`src/rtl/sram_arbiter_if.sv`:
```
// Requester-side bus of the SRAM arbiter: two packed requester lanes {r1, r0}
// plus the shared read-data return and one-hot completion pulse.
interface sram_arbiter_if #(
  parameter int ADDR_W = 16
);
  logic [1:0]          req;
  logic [1:0]          we;
  logic [3:0]          be;
  logic [2*ADDR_W-1:0] addr;
  logic [31:0]         wdata;
  logic [15:0]         rdata;
  logic [1:0]          ack;

  modport master (
    output req, we, be, addr, wdata,
    input  rdata, ack
  );

  modport slave (
    input  req, we, be, addr, wdata,
    output rdata, ack
  );
endinterface

```
`src/rtl/sram_arbiter.sv`:
```
// Two-port arbiter for one external 16-bit async SRAM: picks a requester, latches its
// command and sequences the active-low CE/OE/WR/UB/LB strobes through SETUP/ACCESS/DONE.
module sram_arbiter #(
  parameter int ADDR_W        = 16,
  parameter int ACCESS_CYCLES = 2,
  parameter int FIXED_PRIO    = 0
) (
  input  logic              CLK,
  input  logic              RST_N,
  sram_arbiter_if.slave     bus,
  output logic [ADDR_W-1:0] sram_addr,
  output logic [15:0]       sram_dout,
  output logic              sram_doe,
  input  logic [15:0]       sram_din,
  output logic              CE,
  output logic              OE,
  output logic              WR,
  output logic              UB,
  output logic              LB
);

  localparam int CNT_W = $clog2(ACCESS_CYCLES + 1);

  typedef enum logic [1:0] {IDLE, SETUP, ACCESS, DONE} state_t;

  state_t            state, state_nxt;
  logic [CNT_W-1:0]  cnt;
  logic              grant;
  logic              last_grant;
  logic              win;
  logic              cmd_we;
  logic [1:0]        cmd_be;
  logic [ADDR_W-1:0] cmd_addr;
  logic [15:0]       cmd_wdata;
  logic [15:0]       rdata_q;
  logic [1:0]        ack;

  // A sole requester always wins; a tie goes to the fixed favourite or to whoever did not go last.
  always_comb begin
    case (bus.req)
      2'b01:   win = 1'b0;
      2'b10:   win = 1'b1;
      default: win = (FIXED_PRIO != 0) ? 1'b1 : ~last_grant;
    endcase
  end

  always_ff @(posedge CLK or negedge RST_N) begin
    if (!RST_N) state <= IDLE;
    else        state <= state_nxt;
  end

  always_comb begin
    state_nxt = state;
    case (state)
      IDLE:    if (|bus.req) state_nxt = SETUP;
      SETUP:   state_nxt = ACCESS;
      ACCESS:  if (cnt == CNT_W'(1)) state_nxt = DONE;
      DONE:    state_nxt = IDLE;
      default: state_nxt = IDLE;
    endcase
  end

  // Command is captured once at grant so later bus changes cannot disturb the SRAM cycle.
  always_ff @(posedge CLK or negedge RST_N) begin
    if (!RST_N) begin
      cnt        <= '0;
      grant      <= 1'b0;
      last_grant <= 1'b1;
      cmd_we     <= 1'b0;
      cmd_be     <= '0;
      cmd_addr   <= '0;
      cmd_wdata  <= '0;
      rdata_q    <= '0;
    end else begin
      if (state == IDLE && |bus.req) begin
        grant      <= win;
        last_grant <= win;
        cmd_we     <= bus.we[win];
        cmd_be     <= win ? bus.be[3:2] : bus.be[1:0];
        cmd_addr   <= win ? bus.addr[2*ADDR_W-1:ADDR_W] : bus.addr[ADDR_W-1:0];
        cmd_wdata  <= win ? bus.wdata[31:16] : bus.wdata[15:0];
      end
      if (state == SETUP)       cnt <= CNT_W'(ACCESS_CYCLES);
      else if (state == ACCESS) cnt <= cnt - 1'b1;
      if (state == ACCESS && cnt == CNT_W'(1) && !cmd_we) rdata_q <= sram_din;
    end
  end

  // DONE keeps CE, byte lanes and write data driven so the SRAM sees hold time after WR rises.
  always_comb begin
    CE        = 1'b1;
    OE        = 1'b1;
    WR        = 1'b1;
    UB        = 1'b1;
    LB        = 1'b1;
    sram_doe  = 1'b0;
    sram_addr = '0;
    sram_dout = '0;
    ack       = 2'b00;
    if (state != IDLE) begin
      CE        = 1'b0;
      UB        = ~cmd_be[1];
      LB        = ~cmd_be[0];
      sram_addr = cmd_addr;
      sram_doe  = cmd_we;
      sram_dout = cmd_we ? cmd_wdata : 16'h0000;
      OE        = cmd_we | (state == DONE);
      WR        = ~(cmd_we & (state == ACCESS));
      if (state == DONE) ack = grant ? 2'b10 : 2'b01;
    end
  end

  assign bus.rdata = rdata_q;
  assign bus.ack   = ack;

endmodule

```
`src/flat_wrapper.sv`:
```
// flat-port wrapper written by rule: the top's interface ports become plain ports
module sram_arbiter_flat 
#(
  parameter int ADDR_W        = 16,
  parameter int ACCESS_CYCLES = 2,
  parameter int FIXED_PRIO    = 0
)
  (CLK, RST_N, sram_addr, sram_dout, sram_doe, sram_din, CE, OE, WR, UB, LB, bus_req, bus_we, bus_be, bus_addr, bus_wdata, bus_rdata, bus_ack);
  sram_arbiter_if #(.ADDR_W(ADDR_W)) bus_i ();
  input  logic CLK;
  input  logic RST_N;
  output logic [ADDR_W-1:0] sram_addr;
  output logic [15:0] sram_dout;
  output logic sram_doe;
  input  logic [15:0] sram_din;
  output logic CE;
  output logic OE;
  output logic WR;
  output logic UB;
  output logic LB;
  input wire logic [$bits(bus_i.req)-1:0] bus_req;
  input wire logic [$bits(bus_i.we)-1:0] bus_we;
  input wire logic [$bits(bus_i.be)-1:0] bus_be;
  input wire logic [$bits(bus_i.addr)-1:0] bus_addr;
  input wire logic [$bits(bus_i.wdata)-1:0] bus_wdata;
  output wire logic [$bits(bus_i.rdata)-1:0] bus_rdata;
  output wire logic [$bits(bus_i.ack)-1:0] bus_ack;
  assign bus_i.req = bus_req;
  assign bus_i.we = bus_we;
  assign bus_i.be = bus_be;
  assign bus_i.addr = bus_addr;
  assign bus_i.wdata = bus_wdata;
  assign bus_rdata = bus_i.rdata;
  assign bus_ack = bus_i.ack;
  sram_arbiter #(.ADDR_W(ADDR_W), .ACCESS_CYCLES(ACCESS_CYCLES), .FIXED_PRIO(FIXED_PRIO)) u_core (.CLK(CLK), .RST_N(RST_N), .bus(bus_i), .sram_addr(sram_addr), .sram_dout(sram_dout), .sram_doe(sram_doe), .sram_din(sram_din), .CE(CE), .OE(OE), .WR(WR), .UB(UB), .LB(LB));
endmodule
```
`config.mk`:
```
export PLATFORM = sky130hd
export DESIGN_NAME = sram_arbiter_flat
export DESIGN_NICKNAME = d
export VERILOG_FILES = /design/src/rtl/sram_arbiter_if.sv /design/src/rtl/sram_arbiter.sv /design/src/flat_wrapper.sv
export SDC_FILE = /design/constraint.sdc
export NUM_CORES = 1
export LEC_CHECK = 0
export ABC_AREA = 1
export CORE_MARGIN = 1.5
export CORE_UTILIZATION = 46
export CTS_CLUSTER_DIAMETER = 80
export DETAILED_ROUTE_END_ITERATION = 10
export PLACE_DENSITY = 0.9
export SYNTH_ARGS = -nofsm -noshare
export SYNTH_HDL_FRONTEND = slang
export SYNTH_SLANG_ARGS = --single-unit
```
`constraint.sdc`:
```
create_clock -name CLK -period 4 [get_ports CLK]
set_input_delay 0.8 -clock CLK [delete_from_list [all_inputs] [get_ports CLK]]
set_output_delay 0.8 -clock CLK [all_outputs]
set_load 0.03 [all_outputs]
```
==> results of run 1 <==
==> worst max-delay path, stage by stage, from the launching register on <==
cell,delay (ps)
dfrtp_1,410
inv_1,140
ha_1,700
nor2_1,150
nand2_1,90
clkdlybuf4s50_1,660
==> kinds of logic (layout without fill, tap and decap cells) <==
logic type	count (synthesis)	in the layout	synth area share, %
adders and majority gates	10	10	3.69
AOI/OAI and AO/OA	24	24	3.54
DFF	57	57	42.1
buffers and inverters	111	246	14.4
and+or+nand+nor	261	261	36.3
==> cell usage in the layout, fill, tap and decap left out <==
master and instances:
inv_1 79, nand2_4 1, buf_2 1, nor2_4 1
a21oi_1 3, clkinv_2 3, nand3_1 71, clkdlybuf4s50_1 144
nand2_2 3, nand2_1 112, nand3b_1 35, ha_1 10
buf_4 2, o21ai_0 21, nor2_1 35, clkbuf_8 11
clkbuf_1 2, dfrtp_1 56, dfstp_2 1, nand3_2 1
inv_2 4, nor3_1 2
==> area by class of cell <==
type | count | area, um^2 | area share [%]
multi-input cells | 295 | 1480 | 29.7
repair buffers | 147 | 1460 | 29.4
flip-flops and latches | 57 | 1430 | 28.7
inverters | 83 | 312 | 6.26
clock buffers | 13 | 159 | 3.19
well taps | 99 | 124 | 2.49
clock inverters | 3 | 15.0 | 0.302
==> cell usage after synthesis, drive strengths merged <==
master    n
dfstp     1
dfrtp    56
a21oi     3
ha       10
buf      26
nand3    72
nand2   116
inv      83
nor2     36
nor3      2
clkbuf    2
o21ai    21
nand3b   35
==> report_power, final <==
| group | total [uW] | leakage, uW | switching [uW] | internal, uW |
|---|---|---|---|---|
| clock network | 473 | 0.0000932 | 217 | 256 |
| logic | 2220 | 0.00173 | 1360 | 853 |
| registers | 1060 | 0.000692 | 182 | 874 |
| total | 3750 | 0.00252 | 1760 | 1980 |
==> registers in the layout (all words and copies together), names as in the netlist <==
register / flops
u_core.last_grant: 1
u_core.bus.rdata: 16
u_core.cmd_we: 1
u_core.cmd_wdata: 16
u_core.state: 2
u_core.cmd_be: 2
u_core.cmd_addr: 16
u_core.grant: 1
u_core.cnt: 2
==> per-layer routing <==
metal / vias up / track usage (%) / part of all wire [%]
li1: 1684 / - / -
met1: 1639 / 28.9 / 41
met2: 126 / 44.9 / 52
met3: 14 / 4.80 / 5.6
met4: 0 / 8.66 / 1.6
met5: - / 0 / 0
==> path summary, 6_finish.rpt <==
kind | from | end | cells after the start
worst max-delay path | u_core.state[0]$_DFFE_PN0P_ | WR | 5
worst min-delay path | RST_N | u_core.bus.rdata[4]$_DFFE_PN0P_ | 1
worst max register to register | u_core.state[0]$_DFFE_PN0P_ | u_core.cmd_wdata[2]$_DFFE_PN0P_ | 7
worst min register to register | u_core.cmd_addr[6]$_DFFE_PN0P_ | u_core.cmd_addr[6]$_DFFE_PN0P_ | 2
max in group asynchronous | RST_N | u_core.cmd_wdata[4]$_DFFE_PN0P_ | 2
min in group CLK | u_core.cmd_addr[6]$_DFFE_PN0P_ | u_core.cmd_addr[6]$_DFFE_PN0P_ | 2
==> through the flow <==
step | instance area (um^2) | utilization, % | setup slack (ps) | instances | total power, uW
detailed placement | 4800 | 66.5 | 1060 | 681 | 3280
global route | 4970 | 69.0 | 539 | 697 | 4000
CTS | 4970 | 69.0 | 695 | 697 | 3760
global placement | 4800 | 66.5 | 1150 | 681 | 3190
finish | 4970 | 69.0 | 719 | 697 | 3750
floorplan | 3390 | - | 1390 | 463 | 2460
==> results by group, run 1 <==
Synthesis
  – Synthesized cell area: between 3000 and 4000 um^2
  – Post-synth net total: 563
  – Yosys cell types: 21
  – Avg Cell Area, Syn: 7.33 um^2
  – Ys Warns: 0
  – Yosys top cell by area: dfrtp_1
  – Synth area leaders: dfrtp_1 (41%), nand2_1 (12%), nand3_1 (10%)
  – Synthesized flop and latch total: 57
  – Register area share after synthesis: between 40% and 50%
  – Post-synthesis cell count: approximately 460
  – Yosys top cell area share: between 40% and 50%

Layout
  – Fin nets: 693
  – ANT cells: 0
  – Fill count: approximately 600
  – Share of cells above drive strength 1: 4.68%
  – P&R area growth vs syn: 46.6%

Power and ir drop
  – Static Leak: approximately 0.0025 uW
  – Pwr Density: about 750 nW/um^2
  – Maximum resistive drop on vdd: approximately 0.33 mV

Status
  – Status: completed

STA
  – WHS: roughly 480 ps
  – Max Fclk: 0.305 GHz
  – Setup TNS: 0 ps
  – Final Skew: between 6 and 7 ps
  – Tmin final: approximately 3300 ps
  – Max-slew violations: 0
  – Hold Vio Cnt, Final: 0
  – # setup viols final: 0
  – Slew HR: a little under half
  – Worst-margin pin slew: about 800 ps
  – RSZ-0062 raised after global routing: false
  – Final worst path period share: between 80% and 90%

Global route
  – First-pass GRT wire length: 15,200 um
  – Global route overflow: 0
  – Gr usage total: 24.7%
  – Antenna violations before repair: 0
  – Vias in the first global route: roughly 3,400
  – Largest net degree at the start of global routing: 37

Worst setup path
  – Critical Path Start Type: flip-flop
  – Worst Path Required: around 3200 ps
  – Worst reg-to-reg setup slack: 1470 ps
  – Crit. End Element: output port
  – Crit path max fanout: 21
  – Crit path kind: flip-flop to output port
  – Worst Path Arrival: 2480 ps

Clock network
  – Root Buffer: clkbuf_8
  – H-Tree Depth: 3
  – Worst skew pair latency: 320 ps
  – # Post-CTS Setup Buffers: 0
  – Reg clk slew, reported paths: 60 ps
  – Maximum clock path buffer count: 2
  – CTS tree: built
  – CTS Hold Bufs: 0
  – Num Clock Sinks: 57
  – CTS buffer count: 9
  – CTS resizes: 0

Route
  – DRC: 0
  – Routed length per instance: between 10 and 15 um
  – Via Count: between 3,000 and 4,000
  – Post-Route WL: approximately 9500 um
  – Initial DRT Pass Iterations: 5
  – Vias per Instance: around 5.0
  – Post-route ant nets: 0
  – 1st-iter DRT viols: between 200 and 250

Placement
  – Routability congestion estimate: 0.795
  – IO Port Bufs: approximately 150
  – Post-DP HPWL: slightly below 7000 um

Floorplanning
  – Core Area: roughly 7000 um^2
  – Row cnt: 31
  – Die height: roughly 89 um
  – Die width: around 89 um
  – Starting Density: 47.1%
  – Top Ports: approximately 150
  – Full die area: a little under 8000 um^2

Flow run
  – Max-Cap Viols: 0

Worst hold path
  – Class of the worst hold path: input pin to asynchronous set/reset pin
No activity file was read; power rests on OpenSTA's default activity.
==> inputs of run 2 (changes only) <==
--- a/config.mk
+++ b/config.mk
@@ -7,10 +7,10 @@
 export LEC_CHECK = 0
 export ABC_AREA = 1
 export CORE_MARGIN = 1.5
-export CORE_UTILIZATION = 46
+export CORE_UTILIZATION = 43
 export CTS_CLUSTER_DIAMETER = 80
 export DETAILED_ROUTE_END_ITERATION = 10
-export PLACE_DENSITY = 0.9
+export PLACE_DENSITY = 0.85
 export SYNTH_ARGS = -nofsm -noshare
 export SYNTH_HDL_FRONTEND = slang
 export SYNTH_SLANG_ARGS = --single-unit
==> constraint.sdc (replaced) <==
create_clock -name CLK -period 3.4 [get_ports CLK]
set_input_delay 0.68 -clock CLK [delete_from_list [all_inputs] [get_ports CLK]]
set_output_delay 0.68 -clock CLK [all_outputs]
set_load 0.03 [all_outputs]
==> run 2 against run 1 <==
Setup slack got worse by 330 ps. Combinational power rose by 17%. Clock power rose by 32%. Sequential cell count did not move. Design area rose by 0.80%. Die area rose by 6.7%. Register-to-register slack got worse by 200 ps. Non-clock buffer count rose by 2. Largest cell class unchanged. Highest routed layer unchanged. Global-route usage fell by 1.7 points. Final cell count rose by 0.57%. Clock skew rose by 3.7 ps.
==> results by group, run 2 (synthesis results as in run 1) <==
Global route
  – Largest net degree at the start of global routing: 47 (was 37)
  – Global route overflow: 0 (unchanged)
  – Gr usage total: 23.0% (was 24.7%)
  – Antenna violations before repair: 0 (unchanged)
  – Vias in the first global route: 3,383 (was 3,406)
  – First-pass GRT wire length: 15,500 um (was 15,200 um)

STA
  – Max Fclk: around 0.33 GHz
  – Final worst path period share: between 80% and 90%
  – Slew HR: 30.0% (was 46.9%)
  – Tmin final: 3010 ps
  – Hold Vio Cnt, Final: 0 (unchanged)
  – # setup viols final: 0 (unchanged)
  – Final Skew: 10.1 ps (was 6.40 ps)
  – RSZ-0062 raised after global routing: false (unchanged)
  – Max-slew violations: 0 (unchanged)
  – Worst-margin pin slew: 1050 ps (was 797 ps)
  – Setup TNS: 0 ps (unchanged)

Flow run
  – Max-Cap Viols: 0 (unchanged)

Route
  – Vias per Instance: 4.79 (was 4.97)
  – Post-route ant nets: 0 (unchanged)
  – Via Count: 3,358 (was 3,463)
  – Initial DRT Pass Iterations: 4 (was 5)
  – Routed length per instance: 13.3 um (was 13.7 um)
  – 1st-iter DRT viols: 162 (was 208)
  – DRC: 0 (unchanged)
  – Post-Route WL: 9330 um (was 9530 um)

Clock network
  – CTS tree: built (unchanged)
  – H-Tree Depth: 3 (unchanged)
  – CTS Hold Bufs: 0 (unchanged)
  – Num Clock Sinks: 57 (unchanged)
  – Maximum clock path buffer count: 2 (unchanged)
  – Reg clk slew, reported paths: 60 ps (about the same)
  – CTS resizes: 0 (unchanged)
  – # Post-CTS Setup Buffers: 0 (unchanged)
  – CTS buffer count: 9 (unchanged)
  – Root Buffer: clkbuf_8 (unchanged)
  – Worst skew pair latency: 330 ps (was 320 ps)

Layout
  – ANT cells: 0 (unchanged)
  – Share of cells above drive strength 1: 5.01% (was 4.68%)
  – P&R area growth vs syn: 47.7% (was 46.6%)
  – Fill count: 681 (was 588)
  – Commonest non-fill, non-tap cell in the layout: clkdlybuf4s50_1 (unchanged)
  – Design area: 5010 um^2 (was 4970 um^2)
  – Final Instance Count excl. Fillers: 701 (was 697)
  – Fin nets: 695 (was 693)
  – Commonest cells after routing, fill and taps aside: clkdlybuf4s50_1 (144), nand2_1 (112), inv_1 (79), nand3_1 (71), dfrtp_1 (56) (unchanged)

Floorplanning
  – Top Ports: 146 (unchanged)
  – Die width: 91.9 um (was 88.9 um)
  – Core Area: 7690 um^2 (was 7210 um^2)
  – Row cnt: 32 (was 31)
  – Full die area: 8440 um^2 (was 7900 um^2)
  – Die height: 91.9 um (was 88.9 um)
  – Starting Density: 44.2% (was 47.1%)

Worst setup path
  – Crit. End Element: output port (unchanged)
  – Worst Path Required: 2720 ps (was 3200 ps)
  – Critical Path Start Type: flip-flop (unchanged)
  – Worst Path Arrival: 2330 ps (was 2480 ps)
  – Crit path kind: flip-flop to output port (unchanged)
  – Worst path cell trace: inv_1 -> ha_1 -> buf_4 -> nor3_1 -> clkdlybuf4s50_1 (was inv_1 -> ha_1 -> nor2_1 -> nand2_1 -> clkdlybuf4s50_1)
  – CP max stage cell: clkdlybuf4s50_1 (was ha_1)
  – Crit path max fanout: 14 (was 21)
  – Cell family with most CP delay: buffers and inverters (unchanged)
  – CP bufs+invs: 3 (was 2)
  – Worst path max stage delay: 730 ps (was 700 ps)

Placement
  – Routability congestion estimate: 0.755 (was 0.795)
  – IO Port Bufs: 145 (unchanged)
  – Post-DP HPWL: 6700 um (was 6780 um)
  – Placed Instances: 686 (was 681)
  – Post-DP Area: 4820 um^2 (was 4800 um^2)

Status
  – Status: completed (unchanged)

Power and ir drop
  – Overall Power: 4470 uW (was 3750 uW)
  – Maximum resistive drop on vdd: 0.540 mV (was 0.328 mV)
  – Static Leak: 0.00254 uW (was 0.00252 uW)
  – Pwr Density: 891 nW/um^2 (was 753 nW/um^2)

Worst hold path
  – Class of the worst hold path: flip-flop to flip-flop (was input pin to asynchronous set/reset pin)
==> run 2: changes by cell type in the layout (fill, tap and decap cells not counted), sizes merged <==
| cell | delta |
|---|---|
| buf | +2 |
| bufinv | +1 |
| clkbuf | -1 |
| clkinv | -1 |
==> run 2: worst reg2reg max path: cells and delay by family (launching register included) <==
kind / cells / cell delay, ps
flip-flops: 1 / 420
buffers and inverters: 3 / 630
AND/OR/NAND/NOR: 3 / 680
adder cells (fa/ha/maj): 1 / 300
==> run 2: metrics by stage <==
stage	setup WS, ps	hold WS, ps	util [%]
after floorplan	907	384	-
after global placement	809	462	62.7
after detailed placement	683	466	62.7
after CTS	369	477	65.2
after global routing	277	494	65.2
final	385	473	65.2
==> run 2: cell type report <==
class / instances / area [um^2] / area share (%)
Multi-Input combinational cell: 295 / 1480 / 29.4
Timing Repair Buffer: 149 / 1480 / 29.4
Sequential cell: 57 / 1430 / 28.5
Inverter: 83 / 312 / 6.21
Clock buffer: 12 / 155 / 3.09
Tap cell: 102 / 128 / 2.54
Clock inverter: 3 / 40.0 / 0.798
==> run 2: layer usage <==
metal | up-vias | track usage (%) | part of all wire [%]
li1 | 1687 | - | -
met1 | 1562 | 28.9 | 41
met2 | 105 | 39.5 | 53
met3 | 4 | 2.82 | 5.4
met4 | 0 | 9.87 | 0.68
met5 | - | 0 | 0
==> run 2: worst paths after layout <==
check	startpoint	cells past startpoint	slack, ps	endpoint
min in group asynchronous	RST_N	1	540	u_core.bus.rdata[0]$_DFFE_PN0P_
worst max-delay path	u_core.state[0]$_DFFE_PN0P_	5	390	bus_ack[0]
worst min-delay path	u_core.cnt[0]$_DFFE_PN0P_	1	470	u_core.cnt[0]$_DFFE_PN0P_
worst max register to register	u_core.state[0]$_DFFE_PN0P_	7	1270	u_core.cmd_addr[5]$_DFFE_PN0P_
max in group asynchronous	RST_N	2	2090	u_core.cmd_be[1]$_DFFE_PN0P_
worst min register to register	u_core.cnt[0]$_DFFE_PN0P_	1	470	u_core.cnt[0]$_DFFE_PN0P_
==> run 2: report_power, final <==
part	switching (uW)	total, uW	internal (uW)
clock network	251	623	372
logic	1580	2600	1020
registers	218	1250	1030
==> inputs of run 3 (changes only) <==
--- a/config.mk
+++ b/config.mk
@@ -10,7 +10,7 @@
 export CORE_UTILIZATION = 43
 export CTS_CLUSTER_DIAMETER = 80
 export DETAILED_ROUTE_END_ITERATION = 10
-export PLACE_DENSITY = 0.85
+export PLACE_DENSITY = 0.87
 export SYNTH_ARGS = -nofsm -noshare
 export SYNTH_HDL_FRONTEND = slang
 export SYNTH_SLANG_ARGS = --single-unit
==> run 3 against run 2 <==
Via count is 2.3% higher. Critical path type unchanged. Die area stayed put. Clock skew is 3.4 ps lower. Total power is 0.40% higher. Critical path depth stayed put. Design area hardly changed. Critical endpoint is now UB. Setup slack better by 13 ps. Count of clock-buffer cells in the layout is 1 higher.
==> results by group, run 3 (synthesis results as in run 1) <==
Status
  – Status: completed (unchanged)

Clock network
  – CTS buffer count: 9 (unchanged)
  – Reg clk slew, reported paths: 60 ps (about the same)
  – CTS Hold Bufs: 0 (unchanged)
  – CTS tree: built (unchanged)
  – H-Tree Depth: 3 (unchanged)
  – # Post-CTS Setup Buffers: 0 (unchanged)
  – Num Clock Sinks: 57 (unchanged)
  – CTS resizes: 0 (unchanged)
  – Root Buffer: clkbuf_8 (unchanged)
  – Maximum clock path buffer count: 2 (unchanged)
  – Worst skew pair latency: 320 ps (was 330 ps)

Placement
  – Routability congestion estimate: 0.810 (was 0.755)
  – IO Port Bufs: 145 (unchanged)
  – Post-DP HPWL: 6580 um (was 6700 um)

Floorplanning
  – Row cnt: 32 (unchanged)
  – Top Ports: 146 (unchanged)
  – Die width: 91.9 um (unchanged)
  – Full die area: 8440 um^2 (unchanged)
  – Core Area: 7690 um^2 (unchanged)
  – Starting Density: 44.2% (unchanged)
  – Die height: 91.9 um (unchanged)

Worst setup path
  – Crit. End Element: output port (unchanged)
  – Cell family with most CP delay: buffers and inverters (unchanged)
  – CP max stage cell: clkdlybuf4s50_1 (unchanged)
  – CP bufs+invs: 3 (unchanged)
  – Worst Path Required: 2720 ps (about the same)
  – Worst path max stage delay: 660 ps (was 730 ps)
  – Worst path cell trace: inv_1 -> ha_1 -> inv_1 -> nand2_1 -> clkdlybuf4s50_1 (was inv_1 -> ha_1 -> buf_4 -> nor3_1 -> clkdlybuf4s50_1)
  – Crit path kind: flip-flop to output port (unchanged)
  – Most used cell, CP: inv_1
  – Worst Path Arrival: 2320 ps (was 2330 ps)
  – Crit path max fanout: 16 (was 14)
  – Critical Path Start Type: flip-flop (unchanged)

STA
  – Final worst path period share: 88.3% (was 88.7%)
  – # setup viols final: 0 (unchanged)
  – Max-slew violations: 0 (unchanged)
  – Worst-margin pin slew: 714 ps (was 1050 ps)
  – Final Skew: 6.73 ps (was 10.1 ps)
  – Max Fclk: 0.333 GHz (was 0.332 GHz)
  – Setup TNS: 0 ps (unchanged)
  – Slew HR: 52.2% (was 30.0%)
  – RSZ-0062 raised after global routing: false (unchanged)
  – Hold Vio Cnt, Final: 0 (unchanged)
  – Tmin final: 3000 ps (was 3010 ps)

Global route
  – Vias in the first global route: 3,550 (was 3,383)
  – Antenna violations before repair: 0 (unchanged)
  – Global route overflow: 0 (unchanged)
  – Gr usage total: 23.3% (was 23.0%)
  – Largest net degree at the start of global routing: 37 (was 47)
  – First-pass GRT wire length: 15,700 um (was 15,500 um)

Layout
  – P&R area growth vs syn: 47.8% (was 47.7%)
  – Commonest non-fill, non-tap cell in the layout: clkdlybuf4s50_1 (unchanged)
  – Fin util: 65.3% (was 65.2%)
  – Commonest cells after routing, fill and taps aside: clkdlybuf4s50_1 (144), nand2_1 (112), inv_1 (79), nand3_1 (71), dfrtp_1 (56) (unchanged)
  – Share of cells above drive strength 1: 5.00% (was 5.01%)
  – Fin nets: 695 (unchanged)
  – Fill count: 651 (was 681)
  – ANT cells: 0 (unchanged)

Route
  – Post-route ant nets: 0 (unchanged)
  – Via Count: 3,435 (was 3,358)
  – Vias per Instance: 4.89 (was 4.79)
  – Initial DRT Pass Iterations: 4 (unchanged)
  – Routed length per instance: 13.2 um (was 13.3 um)
  – 1st-iter DRT viols: 186 (was 162)
  – DRC: 0 (unchanged)
  – Post-Route WL: 9280 um (was 9330 um)

Power and ir drop
  – Maximum resistive drop on vdd: 0.502 mV (was 0.540 mV)
  – Static Leak: 0.00254 uW (about the same)
  – Pwr Density: 894 nW/um^2 (was 891 nW/um^2)

Flow run
  – Max-Cap Viols: 0 (unchanged)

Worst hold path
  – Class of the worst hold path: input pin to asynchronous set/reset pin (was flip-flop to flip-flop)
[run 3: changes by cell type in the layout (fill, tap and decap cells not counted)]
cell,delta
clkbuf_1,+1
[run 3: power by group]
| part | internal [uW] | leakage [uW] | switching [uW] | total [uW] |
|---|---|---|---|---|
| clock network | 377 | 0.000103 | 254 | 631 |
| logic | 1020 | 0.00174 | 1590 | 2610 |
| registers | 1030 | 0.000692 | 218 | 1250 |
| total | 2420 | 0.00254 | 2060 | 4490 |
[run 3: worst register-to-register path, cell delays in order (launching register included)]
cell and delay [ps]:
dfrtp_1 410, inv_1 140, ha_1 300, inv_2 80, nor2_4 410, inv_2 390
nand2_1 170, nand2_1 70
[run 3: final timing paths]
path | end | start | slack [ps] | cells past startpoint
max | UB | u_core.state[0]$_DFFE_PN0P_ | 400 | 5
min | u_core.bus.rdata[4]$_DFFE_PN0P_ | RST_N | 350 | 1
max reg2reg | u_core.cmd_wdata[14]$_DFFE_PN0P_ | u_core.state[0]$_DFFE_PN0P_ | 1310 | 7
min reg2reg | u_core.cmd_wdata[10]$_DFFE_PN0P_ | u_core.cmd_wdata[10]$_DFFE_PN0P_ | 480 | 2
max in group asynchronous | u_core.last_grant$_DFFE_PN1P_ | RST_N | 2170 | 2
min in group CLK | u_core.cmd_wdata[10]$_DFFE_PN0P_ | u_core.cmd_wdata[10]$_DFFE_PN0P_ | 480 | 2
[run 3: stage by stage]
stage	setup slack [ps]	cell area (um^2)	instances	power, uW	hold slack (ps)
finish	398	5020	702	4490	346
global route	227	5020	702	4790	392
CTS	352	5020	702	4520	352
detailed placement	709	4820	686	3870	466
global placement	783	4820	686	3780	462
floorplan	907	3390	463	2890	384
[run 3: layer usage]
metal | global-route usage, % | share of wire [%]
met3 | 2.74 | 4.5
met4 | 11.3 | 3.3
met1 | 27.3 | 39
met2 | 42.1 | 53
met5 | 0 | 0
[run 3: layout make-up]
class                      count  area, um^2  area share [%]
clock inverter                 3        40.0           0.798
multi-input combinational    295        1480            29.4
tap                          102         128            2.54
timing repair buffer         149        1480            29.4
inverter                      83         312            6.21
clock buffer                  13         159            3.17
sequential                    57        1430            28.4
